File: config.mk
export PLATFORM = sky130hd
export DESIGN_NAME = pll_sequencer
export DESIGN_NICKNAME = d
export VERILOG_FILES = /design/src/rtl/pll_sequencer.sv
export SDC_FILE = /design/constraint.sdc
export NUM_CORES = 1
export LEC_CHECK = 0
export BUFFER_PORTS_ARGS = -buffer_cell sky130_fd_sc_hd__buf_2
export CORE_MARGIN = 8
export CORE_UTILIZATION = 48
export CTS_CLUSTER_SIZE = 10
export DETAILED_ROUTE_END_ITERATION = 7
export PLACE_DENSITY = 0.78
export SETUP_SLACK_MARGIN = 0.1
export SYNTH_ARGS = -nofsm -noshare
export SYNTH_HDL_FRONTEND = slang
export SYNTH_SLANG_ARGS = --single-unit
File: constraint.sdc
create_clock -name clk -period 3.84 [get_ports clk]
set_clock_uncertainty 0.05 [all_clocks]
set_input_delay 0.768 -clock clk [delete_from_list [all_inputs] [get_ports clk]]
set_output_delay 0.768 -clock clk [all_outputs]
set_load 0.02 [all_outputs]
File: src/rtl/pll_sequencer.sv
// PLL bring-up sequencer: holds the PLL in reset, waits for a stable lock,
// retries on timeout or lock loss, and applies DYNAMICDELAY updates while running.
module pll_sequencer #(
    parameter int unsigned RESET_CYCLES       = 16,
    parameter int unsigned LOCK_STABLE_CYCLES = 256,
    parameter int unsigned LOCK_TIMEOUT       = 65535,
    parameter int unsigned MAX_RETRIES        = 3,
    parameter int unsigned DELAY_SETTLE       = 16
) (
    input  logic       clk,
    input  logic       rst,
    input  logic       start,
    input  logic       pll_lock,
    input  logic       delay_req,
    input  logic [7:0] delay_val,
    output logic       pll_resetb,
    output logic       pll_bypass,
    output logic [7:0] pll_dynamicdelay,
    output logic       ready,
    output logic       delay_ack,
    output logic       fail,
    output logic [1:0] retry_cnt,
    output logic [2:0] state
);

    typedef enum logic [2:0] {
        StIdle     = 3'd0,
        StReset    = 3'd1,
        StWaitLock = 3'd2,
        StStable   = 3'd3,
        StRun      = 3'd4,
        StDelayUpd = 3'd5,
        StFail     = 3'd6
    } state_e;

    // Terminal counts: the counter starts at 0 on entry, so the last cycle is N-1.
    localparam logic [15:0] ResetLast   = 16'(RESET_CYCLES - 1);
    localparam logic [15:0] StableLast  = 16'(LOCK_STABLE_CYCLES - 1);
    localparam logic [15:0] TimeoutLast = 16'(LOCK_TIMEOUT - 1);
    localparam logic [15:0] SettleLast  = 16'(DELAY_SETTLE - 1);
    localparam logic [15:0] RetryMax    = 16'(MAX_RETRIES);

    logic [1:0]  sync_q;
    logic        lock;

    state_e      state_q, state_d;
    logic [15:0] cnt_q, cnt_d;
    logic [15:0] retries_q, retries_d;
    logic [7:0]  dyn_q, dyn_d;
    logic        ack_q, ack_d;
    logic        resetb_q, resetb_d;
    logic        bypass_q, bypass_d;
    logic        ready_q, ready_d;
    logic        fail_q, fail_d;
    logic [1:0]  retry_cnt_q, retry_cnt_d;
    logic        retry_path;

    // Two-flop synchronizer for the asynchronous PLL lock.
    always_ff @(posedge clk or posedge rst) begin
        if (rst) begin
            sync_q <= 2'b00;
        end else begin
            sync_q <= {sync_q[0], pll_lock};
        end
    end

    assign lock = sync_q[1];

    // Next-state, counter, retry bookkeeping and next values of the registered outputs.
    always_comb begin
        state_d    = state_q;
        cnt_d      = (cnt_q == 16'hFFFF) ? cnt_q : cnt_q + 16'd1;
        retries_d  = retries_q;
        dyn_d      = dyn_q;
        ack_d      = 1'b0;
        retry_path = 1'b0;

        unique case (state_q)
            StIdle: begin
                if (start) state_d = StReset;
            end
            StReset: begin
                if (cnt_q == ResetLast) state_d = StWaitLock;
            end
            StWaitLock: begin
                if (lock) state_d = StStable;
                else if (cnt_q == TimeoutLast) retry_path = 1'b1;
            end
            StStable: begin
                // A dropout here is not a retry; just go back to waiting for lock.
                if (!lock) state_d = StWaitLock;
                else if (cnt_q == StableLast) state_d = StRun;
            end
            StRun: begin
                // Lock loss takes priority over a simultaneous delay request.
                if (!lock) begin
                    retry_path = 1'b1;
                end else if (delay_req) begin
                    dyn_d   = delay_val;
                    state_d = StDelayUpd;
                end
            end
            StDelayUpd: begin
                if (!lock) begin
                    retry_path = 1'b1;
                end else if (cnt_q == SettleLast) begin
                    ack_d   = 1'b1;
                    state_d = StRun;
                end
            end
            StFail: begin
                if (start) begin
                    retries_d = 16'd0;
                    state_d   = StReset;
                end
            end
            default: state_d = StIdle;
        endcase

        if (retry_path) begin
            if (retries_q == RetryMax) begin
                state_d = StFail;
            end else begin
                retries_d = retries_q + 16'd1;
                state_d   = StReset;
            end
        end

        if (state_d == StRun) retries_d = 16'd0;
        if (state_d != state_q) cnt_d = 16'd0;

        resetb_d    = (state_d == StWaitLock) || (state_d == StStable) ||
                      (state_d == StRun) || (state_d == StDelayUpd);
        bypass_d    = (state_d == StFail);
        fail_d      = (state_d == StFail);
        ready_d     = (state_d == StRun);
        retry_cnt_d = (retries_d > 16'd3) ? 2'd3 : retries_d[1:0];
    end

    // FSM state, counter and all registered outputs.
    always_ff @(posedge clk or posedge rst) begin
        if (rst) begin
            state_q     <= StIdle;
            cnt_q       <= 16'd0;
            retries_q   <= 16'd0;
            dyn_q       <= 8'd0;
            ack_q       <= 1'b0;
            resetb_q    <= 1'b0;
            bypass_q    <= 1'b0;
            ready_q     <= 1'b0;
            fail_q      <= 1'b0;
            retry_cnt_q <= 2'd0;
        end else begin
            state_q     <= state_d;
            cnt_q       <= cnt_d;
            retries_q   <= retries_d;
            dyn_q       <= dyn_d;
            ack_q       <= ack_d;
            resetb_q    <= resetb_d;
            bypass_q    <= bypass_d;
            ready_q     <= ready_d;
            fail_q      <= fail_d;
            retry_cnt_q <= retry_cnt_d;
        end
    end

    assign pll_resetb       = resetb_q;
    assign pll_bypass       = bypass_q;
    assign pll_dynamicdelay = dyn_q;
    assign ready            = ready_q;
    assign delay_ack        = ack_q;
    assign fail             = fail_q;
    assign retry_cnt        = retry_cnt_q;
    assign state            = state_q;

endmodule

Yosys cells after proc, flatten, opt, wreduce, memory -nomap -nowiden
Index checks and enable logic that the tools add are counted.
{ "op_classes": {"addsub": 2, "mul": 0, "n_div": 0, "n_lt_le_gt_ge": 1, "n_eq_ne": 18, "shift": 0, "mux": 27, "n_bitwise": 0, "reduce_logical": 7} }
{ "op_table": {"columns": ["op", "n"], "rows": [
  ["2-to-1 mux 16 bit", 7],
  ["2-to-1 mux 3 bit", 11],
  ["adder 16 x 1 -> 16 bit, second input constant", 2],
  ["== test 16 bit, second input constant", 2],
  ["== test 3 bit, second input constant", 6],
  ["one-hot mux 3 bit (6 select lines)", 1],
  ["== test 16 x 2 -> 1 bit, second input constant", 1],
  ["== test 16 x 4 -> 1 bit, second input constant", 1],
  ["== test 16 x 8 -> 1 bit, second input constant", 1],
  ["> comparator 16 x 2 -> 1 bit, second input constant", 1],
  ["== test 3 x 2 -> 1 bit, second input constant", 4],
  ["2-to-1 mux 1 bit", 6],
  ["OR reduction 2 bit", 2],
  ["== test 3 x 1 -> 1 bit, second input constant", 1],
  ["zero test 3 bit", 1],
  ["logical OR 1 bit", 3],
  ["inequality test 3 bit", 1],
  ["AND reduction 3 bit", 1],
  ["2-to-1 mux 2 bit", 1],
  ["inequality test 2 x 1 -> 1 bit, second input constant", 1],
  ["one-hot mux 1 bit (2 select lines)", 1]
]} }
{ "totals": {"reg_bits": 51, "latchBits": 0, "mem_bits_rw": 0, "mem_bits_ro": 0, "in_bits": 13, "wordCells": 65, "memories": 0} }

Depth between registers and ports, before layout
{ "logic_depth": {"word_depth": 9, "depth_mapped": 11, "mapped_depth_nobuf": 9} }

Worst setup path after synthesis
No wires, ideal clock.
{ "synth_path": {"path_kind": "register to register", "from": "reg state_q[2] (netlist: state[2])", "to": "reg retry_cnt_q[0] (netlist: retry_cnt[0])", "setup_ns": 0.088, "t_arrival_ns": 2.401, "slack_ns": 1.300, "stages_incl_launch_ff": 8, "path_cell_list": "dfrtp_1 > or4b_4 > nor3_4 > a21boi_2 > or4b_1 > and4_4 > and3_4 > a41oi_1"} }
{ "synth_via": {"elab_chain_len": 8, "word_cells_on_any_way": 28} }
{ "synth_rtl": {"columns": ["item", "line_no", "rtl"], "rows": [
  ["start: declaration", "46", "state_e state_q, state_d;"],
  ["start signal: assignment", "143", "state_q <= StIdle;"],
  ["start signal: assignment", "154", "state_q <= state_d;"],
  ["== test 3 bit (tied with other cells)", "78", "unique case (state_q)"],
  ["OR reduction 2 bit (no line) (tied with other cells)", null, null],
  ["one-hot mux 3 bit (6 select lines) / one-hot mux 1 bit (2 select lines) (equally long branches)", "78", null],
  ["2-to-1 mux 3 bit", "120", "if (retry_path) begin"],
  ["== test 3 bit", "129", "if (state_d == StRun) retries_d = 16'd0;"],
  ["2-to-1 mux 16 bit (*)", "129", null],
  ["> comparator 16 x 2 -> 1 bit", "137", "retry_cnt_d = (retries_d > 16'd3) ? 2'd3 : retries_d[1:0];"],
  ["2-to-1 mux 2 bit (*)", "137", null],
  ["net retry_cnt_d[0]", "55", "logic [1:0] retry_cnt_q, retry_cnt_d;"],
  ["end signal: assignment", "163", "retry_cnt_q <= retry_cnt_d;"],
  ["end: declaration", "55", null]
]} }
Mark *: on every way through the listed nets, which the timed path passes. The rest lies on a longest branch.
A chain may end at the register's enable or synchronous reset.

Worst setup path in the final report
Same ends and word-level chain as after synthesis.

==> impl_metrics.env <==
export IMPL_area_growth_pct=9.71
export IMPL_hold_viol_final=0
export IMPL_drc=0
export IMPL_tightest_slew_ps=1060
export IMPL_yosysTopAreaCellShare_pct=42.5
export IMPL_grt_util_met2_pct=27.6
export IMPL_final_cell_mix="dfrtp_1, nor2_1, nand2_1"
export IMPL_power_density_nw_per_um2=361
export IMPL_dr_total_vias=2553
export IMPL_min_path_cells=0
export IMPL_place_area_um2=3200
export IMPL_critPathKind="flop to flop"
export IMPL_start_util_pct=48.4
export IMPL_period_share_pct=75.8
export IMPL_r2r_end="retry_cnt[0]$_DFF_PP0_"
export IMPL_synth_cells=326
export IMPL_ir_drop_v=0.000284
export IMPL_p_leak_uw=0.00139
export IMPL_via_per_inst=5.95
export IMPL_setup_viol=0
export IMPL_synthFlopType="dfrtp_1"
export IMPL_mostFrequentLayoutCell="dfrtp_1"
export IMPL_path_cells="or4b_4 -> nor3_4 -> o2bb2ai_2 -> nand2_2 -> o311a_1 -> nor3_1 -> a41oi_1"
export IMPL_grt_pass1_wl_um=11900
export IMPL_rr_startpoint="state[2]$_DFF_PP0_"
export IMPL_final_cells=429
export IMPL_core_area_um2=6200
export IMPL_synth_fp_nets=342
export IMPL_worstPathArrival_ps=3030
export IMPL_cts_tree="done"
export IMPL_timing_max_cap_violations=0
export IMPL_use_met3_pct=3.15
export IMPL_max_stage_delay_ps=620
export IMPL_postCtsHoldBufs=0
export IMPL_row_count=29
export IMPL_synth_cell_type_count=59
export IMPL_cp_slowest_cell="or4b_4"
export IMPL_met1_usage_pct=20.3
export IMPL_max_slew_margin_rel_pct=29.4
export IMPL_ys_seq_area_share_pct=42.5
export IMPL_min_path_type="flop to flop"
export IMPL_grt_busiest_layer="met2"
export IMPL_grt_max_degree=52
export IMPL_drv_slew=0
export IMPL_cp_end_kind="flop"
export IMPL_h_tree_depth=2
export IMPL_fin_util_pct=53.1
export IMPL_dieWidth_um=95.1
export IMPL_cts_sinks=51
export IMPL_status="completed"
export IMPL_dieHeight_um=95.1
export IMPL_ant_nets=0
export IMPL_p_total_uw=1190
export IMPL_routabilityCongestion=0.913
export IMPL_final_area_um2=3290
export IMPL_fin_nets=367
export IMPL_yosys_warnings=0
export IMPL_r2r_slack_ps=930
export IMPL_rsz0062_at_grt="false"
export IMPL_hpwl_um=5040
export IMPL_drt_iter0_markers=350
export IMPL_cp_top_family="simple AND/OR/NAND/NOR gates"
export IMPL_synth_seq_cells=51
export IMPL_fin_crit_ps=2910
export IMPL_synthArstFlopShare_pct=100
export IMPL_die_area_um2=9040
export IMPL_holdPathEnd="sync_q[1]$_DFF_PP0_"
export IMPL_synth_area_leaders="dfrtp_1, nor2_1, mux2_2"
export IMPL_register_area_um2=1280
export IMPL_reg2reg_depth=7
export IMPL_grt_usage_pct=16.2
export IMPL_drive_gt1_share_pct=19.3
export IMPL_worstPathRequired_ps=3960
export IMPL_multi_input_area_um2=1610
export IMPL_hold_start="sync_q[0]$_DFF_PP0_"
export IMPL_antenna_found_initial=0
export IMPL_pin_count=31
export IMPL_critPathBufInv=0
export IMPL_synth_edf_count=0
export IMPL_ctsResizeCount=0
export IMPL_clk_pin_slew_ps=100
export IMPL_cts_setup_buffers=0
export IMPL_dp_cells=421
export IMPL_syn_area_um2=3000
export IMPL_grt_pass1_vias=2579
export IMPL_clock_fmax_mhz=344
export IMPL_worst_setup_path_start_kind="flop"
export IMPL_numCtsBuffers=5
export IMPL_avgSynthCellArea_um2=9.21
export IMPL_avgRoutedWirePerCell_um=16.0
export IMPL_antenna_cells=0
export IMPL_overflow=0
export IMPL_insertion_delay_ps=310
export IMPL_fillers=571
export IMPL_critPathMaxFanout=18
export IMPL_cts_buffer_depth=2
export IMPL_yosys_area_top_type="dfrtp_1"
export IMPL_setup_tns_final_ps=0
export IMPL_clock_root_buffer="clkbuf_8"
export IMPL_wl_um=6860
export IMPL_drt_pass1_iter_count=5
export IMPL_io_buffer_count=30
[metal layers]
metal	share of wire, %	wire length (um)	vias to the layer above
li1	-	-	1222
met1	42	2910	1228
met2	50	3440	91
met3	6.1	416	12
met4	1.3	88	0
met5	0	0	-
[state kept, by name, summed over array words and instances, names as in the netlist, 2 cells and up]
signal            cells
sync_q                2
cnt_q                16
retry_cnt             2
retries_q            16
state                 3
pll_dynamicdelay      8
[Yosys cell counts (all sizes together) (4+ instances only)]
master / instances
dfrtp: 51
nor2: 43
nand2: 34
nand3: 14
xnor2: 14
nand4: 13
mux2: 12
nor3: 12
inv: 11
clkbuf: 9
nor4: 9
and3: 8
o21ai: 8
xor2: 8
nor2b: 7
and4: 6
buf: 6
a21oi: 5
a31oi: 5
nand2b: 5
a211oi: 4
o31ai: 4
[worst max-delay path by stage]
| stage | start | slack [ps] | cells after the start | endpoint |
|---|---|---|---|---|
| after CTS | state[1]$_DFF_PP0_ | 930 | 7 | retry_cnt[0]$_DFF_PP0_ |
| after floorplan | state[2]$_DFF_PP0_ | 1300 | 7 | retry_cnt[0]$_DFF_PP0_ |
| after global routing | state[1]$_DFF_PP0_ | 670 | 7 | retry_cnt[1]$_DFF_PP0_ |
| final | state[2]$_DFF_PP0_ | 930 | 7 | retry_cnt[0]$_DFF_PP0_ |
| after detailed placement | state[1]$_DFF_PP0_ | 970 | 7 | retry_cnt[0]$_DFF_PP0_ |
| after global placement | state[1]$_DFF_PP0_ | 1080 | 7 | retry_cnt[1]$_DFF_PP0_ |
[cell families (layout without fill, tap and decap cells)]
group	count (synthesis)	count (layout)	share of synthesized area (%)
muxes	12	12	4.50
DFF	51	51	42.5
adders and majority gates	3	3	1.25
xor gates and xnor gates	22	22	6.42
and+or+nand+nor	168	168	30.6
AOI/OAI and AO/OA	44	44	10.9
buffers and inverters	26	52	3.83
[final cells by class]
class / instances / share of cell area (%)
Timing Repair Buffer: 33 / 5.24
Clock buffer: 5 / 2.09
Inverter: 11 / 1.25
Multi-Input combinational cell: 249 / 48.9
Sequential cell: 51 / 38.7
Clock inverter: 3 / 0.836
Tap cell: 77 / 2.92
[stage by stage]
step                hold slack (ps)  setup WS (ps)
detailed placement              315            968
finish                          331            929
global route                    343            668
global placement                314           1080
CTS                             339            933
floorplan                       281           1300
[worst reg2reg max path, cell delays in order, from the launching register on]
cell and delay [ps]:
dfrtp_1 580, or4b_4 620, nor3_4 210, o2bb2ai_2 310, nand2_2 170, o311a_1 390, nor3_1 280, a41oi_1 160
[where the power goes]
group	leakage (uW)	internal, uW	total [uW]	switching (uW)
sequential	0.000644	571	619	47.8
clock	0.0000467	135	332	197
combinational	0.000701	87.5	237	149
total	0.00139	794	1190	394
(Power assumes the default switching activity.)
